$ cat config.mk
export PLATFORM = sky130hd
export DESIGN_NAME = inst_queue_flat
export DESIGN_NICKNAME = d
export VERILOG_FILES = /design/src/rtl/inst_queue_if.sv /design/src/rtl/inst_queue.sv /design/src/flat_wrapper.sv
export SDC_FILE = /design/constraint.sdc
export NUM_CORES = 1
export LEC_CHECK = 0
export CORE_MARGIN = 2
export CORE_UTILIZATION = 53
export CTS_CLUSTER_SIZE = 20
export DETAILED_ROUTE_END_ITERATION = 12
export PLACE_DENSITY = 0.78
export SLEW_MARGIN = 5
export SYNTH_ARGS = -nofsm -noshare
export SYNTH_HDL_FRONTEND = slang
export SYNTH_SLANG_ARGS = --single-unit
$ cat constraint.sdc
create_clock -name clk -period 5.61 [get_ports clk]
set_input_delay 1.122 -clock clk [delete_from_list [all_inputs] [get_ports clk]]
set_output_delay 1.122 -clock clk [all_outputs]
set_load 0.01 [all_outputs]
$ cat src/rtl/inst_queue_if.sv
// Fetch/decode-facing bundle for inst_queue. The fetch side writes with fetch_valid/fetch_instr*/fetch_pc*,
// decode reads slots A/B and pops with dec_pop.
interface inst_queue_if #(
   parameter int AW = 3
);
   // Handshake: a fetch push (fetch_valid 2'b01 or 2'b11) transfers at the rising edge only
   // while fetch_ready=1, otherwise fetch holds its data; a dec_pop bit transfers only for a
   // slot whose out_valid is 1, and 2'b10 on either request field is ignored.
   logic        flush;
   logic [1:0]  fetch_valid;
   logic [31:0] fetch_instr0;
   logic [31:0] fetch_instr1;
   logic [31:0] fetch_pc0;
   logic [31:0] fetch_pc1;
   logic        fetch_ready;
   logic [1:0]  dec_pop;
   logic        out_valid_A;
   logic        out_valid_B;
   logic [31:0] out_instr_A;
   logic [31:0] out_instr_B;
   logic [31:0] out_pc_A;
   logic [31:0] out_pc_B;
   logic [6:0]  opcode_A;
   logic [6:0]  opcode_B;
   logic [2:0]  funct3_A;
   logic [2:0]  funct3_B;
   logic [6:0]  funct7_A;
   logic [6:0]  funct7_B;
   logic [AW:0] count;

   modport master (
      output flush, fetch_valid, fetch_instr0, fetch_instr1, fetch_pc0, fetch_pc1, dec_pop,
      input  fetch_ready, out_valid_A, out_valid_B, out_instr_A, out_instr_B, out_pc_A, out_pc_B,
      input  opcode_A, opcode_B, funct3_A, funct3_B, funct7_A, funct7_B, count
   );

   modport slave (
      input  flush, fetch_valid, fetch_instr0, fetch_instr1, fetch_pc0, fetch_pc1, dec_pop,
      output fetch_ready, out_valid_A, out_valid_B, out_instr_A, out_instr_B, out_pc_A, out_pc_B,
      output opcode_A, opcode_B, funct3_A, funct3_B, funct7_A, funct7_B, count
   );
endinterface

$ cat src/rtl/inst_queue.sv
// Two-in/two-out circular instruction buffer between fetch and decode, flushed on redirect.
// Define INST_QUEUE_BYPASS_EN to forward fetch straight to the output slots when the queue is empty.
module inst_queue #(
   parameter int DEPTH = 8,
   parameter int AW    = $clog2(DEPTH)
) (
   input logic        clk,
   input logic        rst,
   inst_queue_if.slave bus
);
   logic [31:0] instr_mem [DEPTH];
   logic [31:0] pc_mem    [DEPTH];

   logic [AW-1:0] rd_ptr;
   logic [AW-1:0] wr_ptr;
   logic [AW:0]   count_q;

   logic [AW-1:0] rd_ptr1;
   logic [AW-1:0] wr_ptr1;
   logic          ready;
   logic          st_va;
   logic          st_vb;
   logic          va;
   logic          vb;
   logic          bypass;
   logic [31:0]   ia;
   logic [31:0]   pa;
   logic [31:0]   ib;
   logic [31:0]   pb;
   logic [1:0]    n_push;
   logic [1:0]    n_pop;
   logic [1:0]    skip;
   logic [1:0]    n_wr;
   logic [1:0]    rd_adv;
   logic [31:0]   w_instr0;
   logic [31:0]   w_pc0;

   assign rd_ptr1 = rd_ptr + AW'(1);
   assign wr_ptr1 = wr_ptr + AW'(1);

   // Ready looks only at the registered count, so a same-cycle pop never reaches it.
   assign ready = (count_q <= (AW+1)'(DEPTH - 2));
   assign st_va = (count_q >= (AW+1)'(1));
   assign st_vb = (count_q >= (AW+1)'(2));

   always_comb begin
      n_push = 2'd0;
      if (ready) begin
         case (bus.fetch_valid)
            2'b01:   n_push = 2'd1;
            2'b11:   n_push = 2'd2;
            default: n_push = 2'd0;
         endcase
      end
   end

   // Slot selection; invalid slots read as all-zero so decode falls into its default branch.
   always_comb begin
      bypass = 1'b0;
      va     = st_va;
      vb     = st_vb;
      ia     = st_va ? instr_mem[rd_ptr]  : 32'h0;
      pa     = st_va ? pc_mem[rd_ptr]     : 32'h0;
      ib     = st_vb ? instr_mem[rd_ptr1] : 32'h0;
      pb     = st_vb ? pc_mem[rd_ptr1]    : 32'h0;
`ifdef INST_QUEUE_BYPASS_EN
      if ((count_q == '0) && !bus.flush) begin
         bypass = 1'b1;
         va     = bus.fetch_valid[0];
         vb     = (bus.fetch_valid == 2'b11);
         ia     = va ? bus.fetch_instr0 : 32'h0;
         pa     = va ? bus.fetch_pc0    : 32'h0;
         ib     = vb ? bus.fetch_instr1 : 32'h0;
         pb     = vb ? bus.fetch_pc1    : 32'h0;
      end
`endif
   end

   always_comb begin
      case (bus.dec_pop)
         2'b01:   n_pop = {1'b0, va};
         2'b11:   n_pop = {1'b0, va} + {1'b0, vb};
         default: n_pop = 2'd0;
      endcase
   end

   // A bypassed pop consumes fetch data directly: those entries are skipped on write and
   // the read pointer stays put, because it already equals the write pointer.
   always_comb begin
      skip     = bypass ? n_pop : 2'd0;
      n_wr     = n_push - skip;
      rd_adv   = bypass ? 2'd0 : n_pop;
      w_instr0 = (skip == 2'd0) ? bus.fetch_instr0 : bus.fetch_instr1;
      w_pc0    = (skip == 2'd0) ? bus.fetch_pc0    : bus.fetch_pc1;
   end

   always_ff @(posedge clk) begin
      if (!bus.flush) begin
         if (n_wr != 2'd0) begin
            instr_mem[wr_ptr] <= w_instr0;
            pc_mem[wr_ptr]    <= w_pc0;
         end
         if (n_wr == 2'd2) begin
            instr_mem[wr_ptr1] <= bus.fetch_instr1;
            pc_mem[wr_ptr1]    <= bus.fetch_pc1;
         end
      end
   end

   always_ff @(posedge clk or posedge rst) begin
      if (rst) begin
         rd_ptr  <= '0;
         wr_ptr  <= '0;
         count_q <= '0;
      end else if (bus.flush) begin
         rd_ptr  <= '0;
         wr_ptr  <= '0;
         count_q <= '0;
      end else begin
         rd_ptr  <= rd_ptr + AW'(rd_adv);
         wr_ptr  <= wr_ptr + AW'(n_wr);
         count_q <= count_q + (AW+1)'(n_push) - (AW+1)'(n_pop);
      end
   end

   assign bus.fetch_ready = ready;
   assign bus.count       = count_q;
   assign bus.out_valid_A = va;
   assign bus.out_valid_B = vb;
   assign bus.out_instr_A = ia;
   assign bus.out_instr_B = ib;
   assign bus.out_pc_A    = pa;
   assign bus.out_pc_B    = pb;
   assign bus.opcode_A    = ia[6:0];
   assign bus.opcode_B    = ib[6:0];
   assign bus.funct3_A    = ia[14:12];
   assign bus.funct3_B    = ib[14:12];
   assign bus.funct7_A    = ia[31:25];
   assign bus.funct7_B    = ib[31:25];
endmodule

$ cat src/flat_wrapper.sv
// flat-port wrapper written by rule: the top's interface ports become plain ports
module inst_queue_flat 
#(
   parameter int DEPTH = 8,
   parameter int AW    = $clog2(DEPTH)
)
  (clk, rst, bus_flush, bus_fetch_valid, bus_fetch_instr0, bus_fetch_instr1, bus_fetch_pc0, bus_fetch_pc1, bus_dec_pop, bus_fetch_ready, bus_out_valid_A, bus_out_valid_B, bus_out_instr_A, bus_out_instr_B, bus_out_pc_A, bus_out_pc_B, bus_opcode_A, bus_opcode_B, bus_funct3_A, bus_funct3_B, bus_funct7_A, bus_funct7_B, bus_count);
  inst_queue_if #(.AW(AW)) bus_i ();
  input logic clk;
  input logic rst;
  input wire logic [$bits(bus_i.flush)-1:0] bus_flush;
  input wire logic [$bits(bus_i.fetch_valid)-1:0] bus_fetch_valid;
  input wire logic [$bits(bus_i.fetch_instr0)-1:0] bus_fetch_instr0;
  input wire logic [$bits(bus_i.fetch_instr1)-1:0] bus_fetch_instr1;
  input wire logic [$bits(bus_i.fetch_pc0)-1:0] bus_fetch_pc0;
  input wire logic [$bits(bus_i.fetch_pc1)-1:0] bus_fetch_pc1;
  input wire logic [$bits(bus_i.dec_pop)-1:0] bus_dec_pop;
  output wire logic [$bits(bus_i.fetch_ready)-1:0] bus_fetch_ready;
  output wire logic [$bits(bus_i.out_valid_A)-1:0] bus_out_valid_A;
  output wire logic [$bits(bus_i.out_valid_B)-1:0] bus_out_valid_B;
  output wire logic [$bits(bus_i.out_instr_A)-1:0] bus_out_instr_A;
  output wire logic [$bits(bus_i.out_instr_B)-1:0] bus_out_instr_B;
  output wire logic [$bits(bus_i.out_pc_A)-1:0] bus_out_pc_A;
  output wire logic [$bits(bus_i.out_pc_B)-1:0] bus_out_pc_B;
  output wire logic [$bits(bus_i.opcode_A)-1:0] bus_opcode_A;
  output wire logic [$bits(bus_i.opcode_B)-1:0] bus_opcode_B;
  output wire logic [$bits(bus_i.funct3_A)-1:0] bus_funct3_A;
  output wire logic [$bits(bus_i.funct3_B)-1:0] bus_funct3_B;
  output wire logic [$bits(bus_i.funct7_A)-1:0] bus_funct7_A;
  output wire logic [$bits(bus_i.funct7_B)-1:0] bus_funct7_B;
  output wire logic [$bits(bus_i.count)-1:0] bus_count;
  assign bus_i.flush = bus_flush;
  assign bus_i.fetch_valid = bus_fetch_valid;
  assign bus_i.fetch_instr0 = bus_fetch_instr0;
  assign bus_i.fetch_instr1 = bus_fetch_instr1;
  assign bus_i.fetch_pc0 = bus_fetch_pc0;
  assign bus_i.fetch_pc1 = bus_fetch_pc1;
  assign bus_i.dec_pop = bus_dec_pop;
  assign bus_fetch_ready = bus_i.fetch_ready;
  assign bus_out_valid_A = bus_i.out_valid_A;
  assign bus_out_valid_B = bus_i.out_valid_B;
  assign bus_out_instr_A = bus_i.out_instr_A;
  assign bus_out_instr_B = bus_i.out_instr_B;
  assign bus_out_pc_A = bus_i.out_pc_A;
  assign bus_out_pc_B = bus_i.out_pc_B;
  assign bus_opcode_A = bus_i.opcode_A;
  assign bus_opcode_B = bus_i.opcode_B;
  assign bus_funct3_A = bus_i.funct3_A;
  assign bus_funct3_B = bus_i.funct3_B;
  assign bus_funct7_A = bus_i.funct7_A;
  assign bus_funct7_B = bus_i.funct7_B;
  assign bus_count = bus_i.count;
  inst_queue #(.DEPTH(DEPTH), .AW(AW)) u_core (.clk(clk), .rst(rst), .bus(bus_i));
endmodule
==> results.cfg <==
[setup_path]
reg2reg_from = u_core.bus.count[2]
crit_path_max_fanout = 52
r2r-end = u_core.bus.count[2]
cp.required_ns = 4.49
path_class = flop to primary output
cp.arrival_ns = 4.35
rrSetupSlack_ns = 2.05
setup.worst_path.end = bus_out_pc_B[17]
reg2regPathDepth = 14
crit_path_start_kind = flop
end_kind = primary output
cp-startpoint = u_core.rd_ptr[0]

[logic_synthesis]
avgSynthCellArea_um2 = 13.7
syn_area_um2 = 31200
ys_seq_area_share_pct = 50.1
synth_area_leaders = edfxtp_1, mux2_2, mux2i_1
synth_top_area_share_pct = 49.3
synth-edff-count = 512
async_flop_share_pct = 1.92
synth_cells = 2268
yosysWarningCount = 0
synth_flop_cell = edfxtp_1
synth_seq_cells = 522
yosysTopAreaCell = edfxtp_1
synth_cell_types = 46
synth_fp_nets = 2419

[die]
ioPinCount = 304
start_util_pct = 53.8
die_w_um = 247
dieArea_um2 = 60800
coreArea_um2 = 57900
fp.dieH_um = 247
rows = 88

[cts]
cts_setup_buffers = 0
cts_root_buf = clkbuf_16
htreeDepth = 2
clock_sinks = 522
cts_tree = done
cts.repair.resized = 0
cts_buffers = 56
clk_pin_slew_ns = 0.06
ctsHoldBuffers = 0
cts_buffer_depth = 3
clk_latency_ns = 0.61

[detailed_routing]
drt_drc_violations_left = 0
ant_nets = 0
post_drt_wl_per_cell_um = 28.6
drtIter0Drc = 2223
dr_total_vias = 22000
routed_wl_mm = 94.4
dr.pass1.iters = 5
viasPerCell = 6.66

[timing]
fmax_ghz = 0.183
setup_viol = 0
period_share_pct = 97.5
fin_worst_skew_ns = 0.00843
maxSlewViolCount = 0
fin_crit_ns = 5.47
worstMarginPinSlew_ns = 1.24
tns_ns = 0
relSlewSlack_pct = 17.5
hold_viol_final = 0
rsz0062_at_grt = false

[placement]
portBuffers = 303
gp_congestion = 0.820
dp_hpwl_mm = 54.3
place_inst = 3201

[global_routing]
grt_overflow_total = 0
grt_pass1_vias = 22500
grtUsageTotal_pct = 30.3
grt_max_degree = 68
grt_pass1_wl_mm = 139
antenna_found_initial = 9

[finish]
syn2layout_area_growth_pct = 17.8
layout.cells.non_filler = 3303
fillers = 4360
num-nets-final = 2645
mostFrequentLayoutCells = mux2_2, edfxtp_1, mux2i_1
fin_util_pct = 63.4
layout_commonest_cell = mux2_2
layout-drive-gt1-share_pct = 31.0

[min_path]
hold_class = flop to flop

[flow_run]
drv_cap = 0

[power_and_ir_drop]
p_leak_uw = 0.0117
power_density_nw_per_um2 = 493
power_uw = 18100
vdd_drop_max_v = 0.000420

[status]
status = completed
worst min-delay path by stage:
stage / start / slack [ns] / to / cells past startpoint
finish: u_core.rd_ptr[2] / 0.80 / u_core.rd_ptr[2] / 2
global route: u_core.rd_ptr[2] / 0.85 / u_core.rd_ptr[2] / 2
CTS: rst / 0.81 / u_core.bus.count[0] / 2
detailed placement: u_core.rd_ptr[2] / 0.79 / u_core.rd_ptr[2] / 2
global placement: u_core.rd_ptr[2] / 0.76 / u_core.rd_ptr[2] / 2
floorplan: u_core.rd_ptr[0] / 0.61 / u_core.rd_ptr[0] / 2
worst max-delay path, stage by stage, from the launching register on:
cell and delay (ns):
dfrtp_1 0.55, ha_4 0.93, buf_4 0.36, mux2_2 0.19
o22ai_1 0.08, a2111oi_0 0.89, clkdlybuf4s50_1 0.70
per-stage QoR:
step | area, um^2 | setup slack, ns | hold slack (ns)
2_1_floorplan | 31200 | 0.267 | 0.612
3_3_place_gp | 35000 | 0.960 | 0.760
3_5_place_dp | 35000 | 0.925 | 0.786
4_1_cts | 36700 | 0.261 | 0.806
5_1_grt | 36700 | 0.129 | 0.852
6_report | 36700 | 0.139 | 0.802
synthesized netlist by cell type, drive strengths merged (3+ instances only):
master	number
a211oi	64
dfrtp	10
inv	15
a2111oi	64
xnor2	5
and2	4
nand3	4
or3	3
xor2	3
nand3b	4
mux2	640
nor2	13
mux2i	321
or4	3
nand2	69
nand2b	4
nor3	7
clkbuf	101
o22ai	64
a22oi	64
edfxtp	512
buf	124
fa	4
a221oi	64
nor2b	71
ha	12
a21oi	6
cell families (layout without fill, tap and decap cells):
kind of cell / count (synthesis) / in the layout / synth area share [%]
adders and majority gates: 16 / 16 / 0.738
and+or+nand+nor: 188 / 188 / 3.37
DFF: 522 / 522 / 50.1
muxes: 961 / 961 / 33.4
AOI/OAI and AO/OA: 333 / 333 / 8.23
xor gates and xnor gates: 8 / 8 / 0.249
other: 0 / 4 / 0
buffers and inverters: 240 / 506 / 3.90
flip-flops by register name (all words and copies together), names as in the netlist:
signal and cells:
u_core.bus.count 4, u_core.instr_mem 256, u_core.pc_mem 256, u_core.rd_ptr 3
u_core.wr_ptr 3
layout make-up:
class | instances | area (um^2) | share of cell area, %
timing repair buffer | 393 | 3920 | 10.7
multi-input combinational | 1506 | 14500 | 39.4
clock buffer | 79 | 1570 | 4.27
clock inverter | 19 | 111 | 0.303
inverter | 15 | 56.3 | 0.153
sequential | 522 | 15600 | 42.5
antenna | 4 | 10.0 | 0.0272
tap | 765 | 957 | 2.61
routing by layer:
| layer | vias up | track usage [%] | share of wire [%] |
|---|---|---|---|
| met3 | 201 | 5.04 | 8.9 |
| met4 | 10 | 10.9 | 2.9 |
| met5 | - | 0 | 0.074 |
| li1 | 9500 | - | - |
| met1 | 11100 | 39.0 | 39 |
| met2 | 1190 | 51.7 | 49 |
where the power goes:
group | total [uW] | internal [uW] | switching [uW]
registers | 4650 | 4520 | 130
clock network | 3480 | 1970 | 1510
logic | 9970 | 4700 | 5260
total | 18100 | 11200 | 6910
(Power assumes the default switching activity.)
==> variant (same flow settings) <==
`DEPTH` is set to 8 in 2 places; all go to 4.
--- a/src/rtl/inst_queue.sv
+++ b/src/rtl/inst_queue.sv
@@ -2,5 +2,5 @@
 // Define INST_QUEUE_BYPASS_EN to forward fetch straight to the output slots when the queue is empty.
 module inst_queue #(
-   parameter int DEPTH = 8,
+   parameter int DEPTH = 4,
    parameter int AW    = $clog2(DEPTH)
 ) (
--- a/src/flat_wrapper.sv
+++ b/src/flat_wrapper.sv
@@ -2,5 +2,5 @@
 module inst_queue_flat 
 #(
-   parameter int DEPTH = 8,
+   parameter int DEPTH = 4,
    parameter int AW    = $clog2(DEPTH)
 )
Interface: changed (resized bus_count); port bits go from 304 to 303. No check against the original RTL was run, so the function may have changed too.
==> variant against the unedited design <==
Sequential cell count is 259 lower; core utilization increased by 4.5 points; routed wire length shrank 60%; total power decreased by 57%; synthesized area is 50% lower; worst setup slack improved by 850 ps; cell area decreased by 47%; clock skew rose by 6.2 ps.
==> variant: results <==
set metrics [dict create \
    vias 9551 \
    post-place-ws_ps 1520 \
    drt_first_iter_violations 774 \
    syn_nets 1075 \
    synth_commonest_cells "edfxtp_1, mux2_2, and2_1" \
    p_clk_frac 0.221 \
    first_global_vias 10200 \
    met3_length_um 2330 \
    hold_start "u_core.wr_ptr[0]$_DFF_PP0_" \
    track_usage 0.248 \
    synth_compound_area_frac 0.00429 \
    wl_um 38000 \
    yosys-top-cells-area "edfxtp_1, mux4_2, mux2_2" \
    grt_max_degree 65 \
    worstPathArrival_ps 3500 \
    reg2regPathDepth 11 \
    async_flop_share 0.0266 \
    slowest_delay_ps 1160 \
    firstDrtPassIters 4 \
    whs_ps 739 \
    leakagePower_nw 6.36 \
    status "completed" \
    switching_share 0.312 \
    dp_hpwl_um 24300 \
    slew_headroom 0.253 \
    r2r_start "u_core.bus.count[0]$_DFF_PP0_" \
    antenna_found_initial 4 \
    htreeDepth 1 \
    grt_pass1_wl_um 58100 \
    worstPathMaxFanout 63 \
    placedCellCount 1539 \
    m1WireLength_um 15000 \
    ys_seq_area_frac 0.509 \
    gp_congestion 0.857 \
    dr_wl_met2_um 19800 \
    synth-xor-area-share 0.00227 \
    nNetsFinal 1325 \
    holdPathEnd "u_core.wr_ptr[0]$_DFF_PP0_" \
    via_per_inst 6.00 \
    synth-edff-count 256 \
    p_int_w 0.00537 \
    powerSeq_w 0.00254 \
    io_buffers 302 \
    yosysUniqueCellTypes 33 \
    synth_adder_area_share 0.00502 \
    synth_mux_area_frac 0.374 \
    cts_buffers 28 \
    drive_gt1_frac 0.325 \
    synth_cells 935 \
    irDropWorstVdd_mv 0.254 \
    crit_slowest_cell "dfrtp_4" \
    insertion_delay_ps 540 \
    finClkSkew_ps 14.6 \
]
-- variant: changes by cell type in the layout (fill, tap and decap cells not counted), sizes merged, moves of 68 or more --
cell | before | now
mux2 | 640 | 256
mux2i | 321 | 1
buf | 90 | 22
edfxtp | 512 | 256
and2 | 4 | 129
mux4 | 0 | 128
-- variant: per-layer routing --
metal | vias to the layer above | GRT usage
met2 | 326 | 0.438
li1 | 4194 | -
met1 | 4969 | 0.315
met5 | - | 0
met3 | 60 | 0.0385
met4 | 2 | 0.0806
-- variant: critical path: cells and delay by family (launching register included) --
kind                   cells  cell delay (ps)
buffers and inverters      2             1020
and+or+nand+nor            1              170
muxes                      1              560
DFF                        1             1160
-- variant: worst max path at each step --
stage	from	end	slack, ps	cells after the start
after floorplan	bus_fetch_valid[0]	u_core.instr_mem[0][0]$_DFFE_PP_	-1130	3
after global placement	u_core.rd_ptr[0]$_DFF_PP0_	bus_out_pc_B[1]	1560	4
after detailed placement	u_core.rd_ptr[0]$_DFF_PP0_	bus_out_pc_A[1]	1520	4
after CTS	u_core.rd_ptr[0]$_DFF_PP0_	bus_out_pc_A[1]	920	4
after global routing	u_core.rd_ptr[0]$_DFF_PP0_	bus_out_pc_A[1]	740	4
final	u_core.rd_ptr[0]$_DFF_PP0_	bus_out_pc_A[2]	980	4
-- variant: final cells by class --
type | instances | area (um2)
Tap cell | 384 | 480
Antenna cell | 3 | 7.51
Sequential cell | 263 | 7870
Timing Repair Buffer | 324 | 3240
Fill cell | 2020 | 9220
Multi-Input combinational cell | 563 | 7040
Inverter | 5 | 18.8
Clock buffer | 38 | 759
Clock inverter | 11 | 72.6
-- variant: through the flow --
step            util  area, um2
2_1_floorplan      -      15500
3_3_place_gp   0.650      18600
3_5_place_dp   0.650      18600
4_1_cts        0.679      19500
5_1_grt        0.679      19500
6_report       0.679      19500
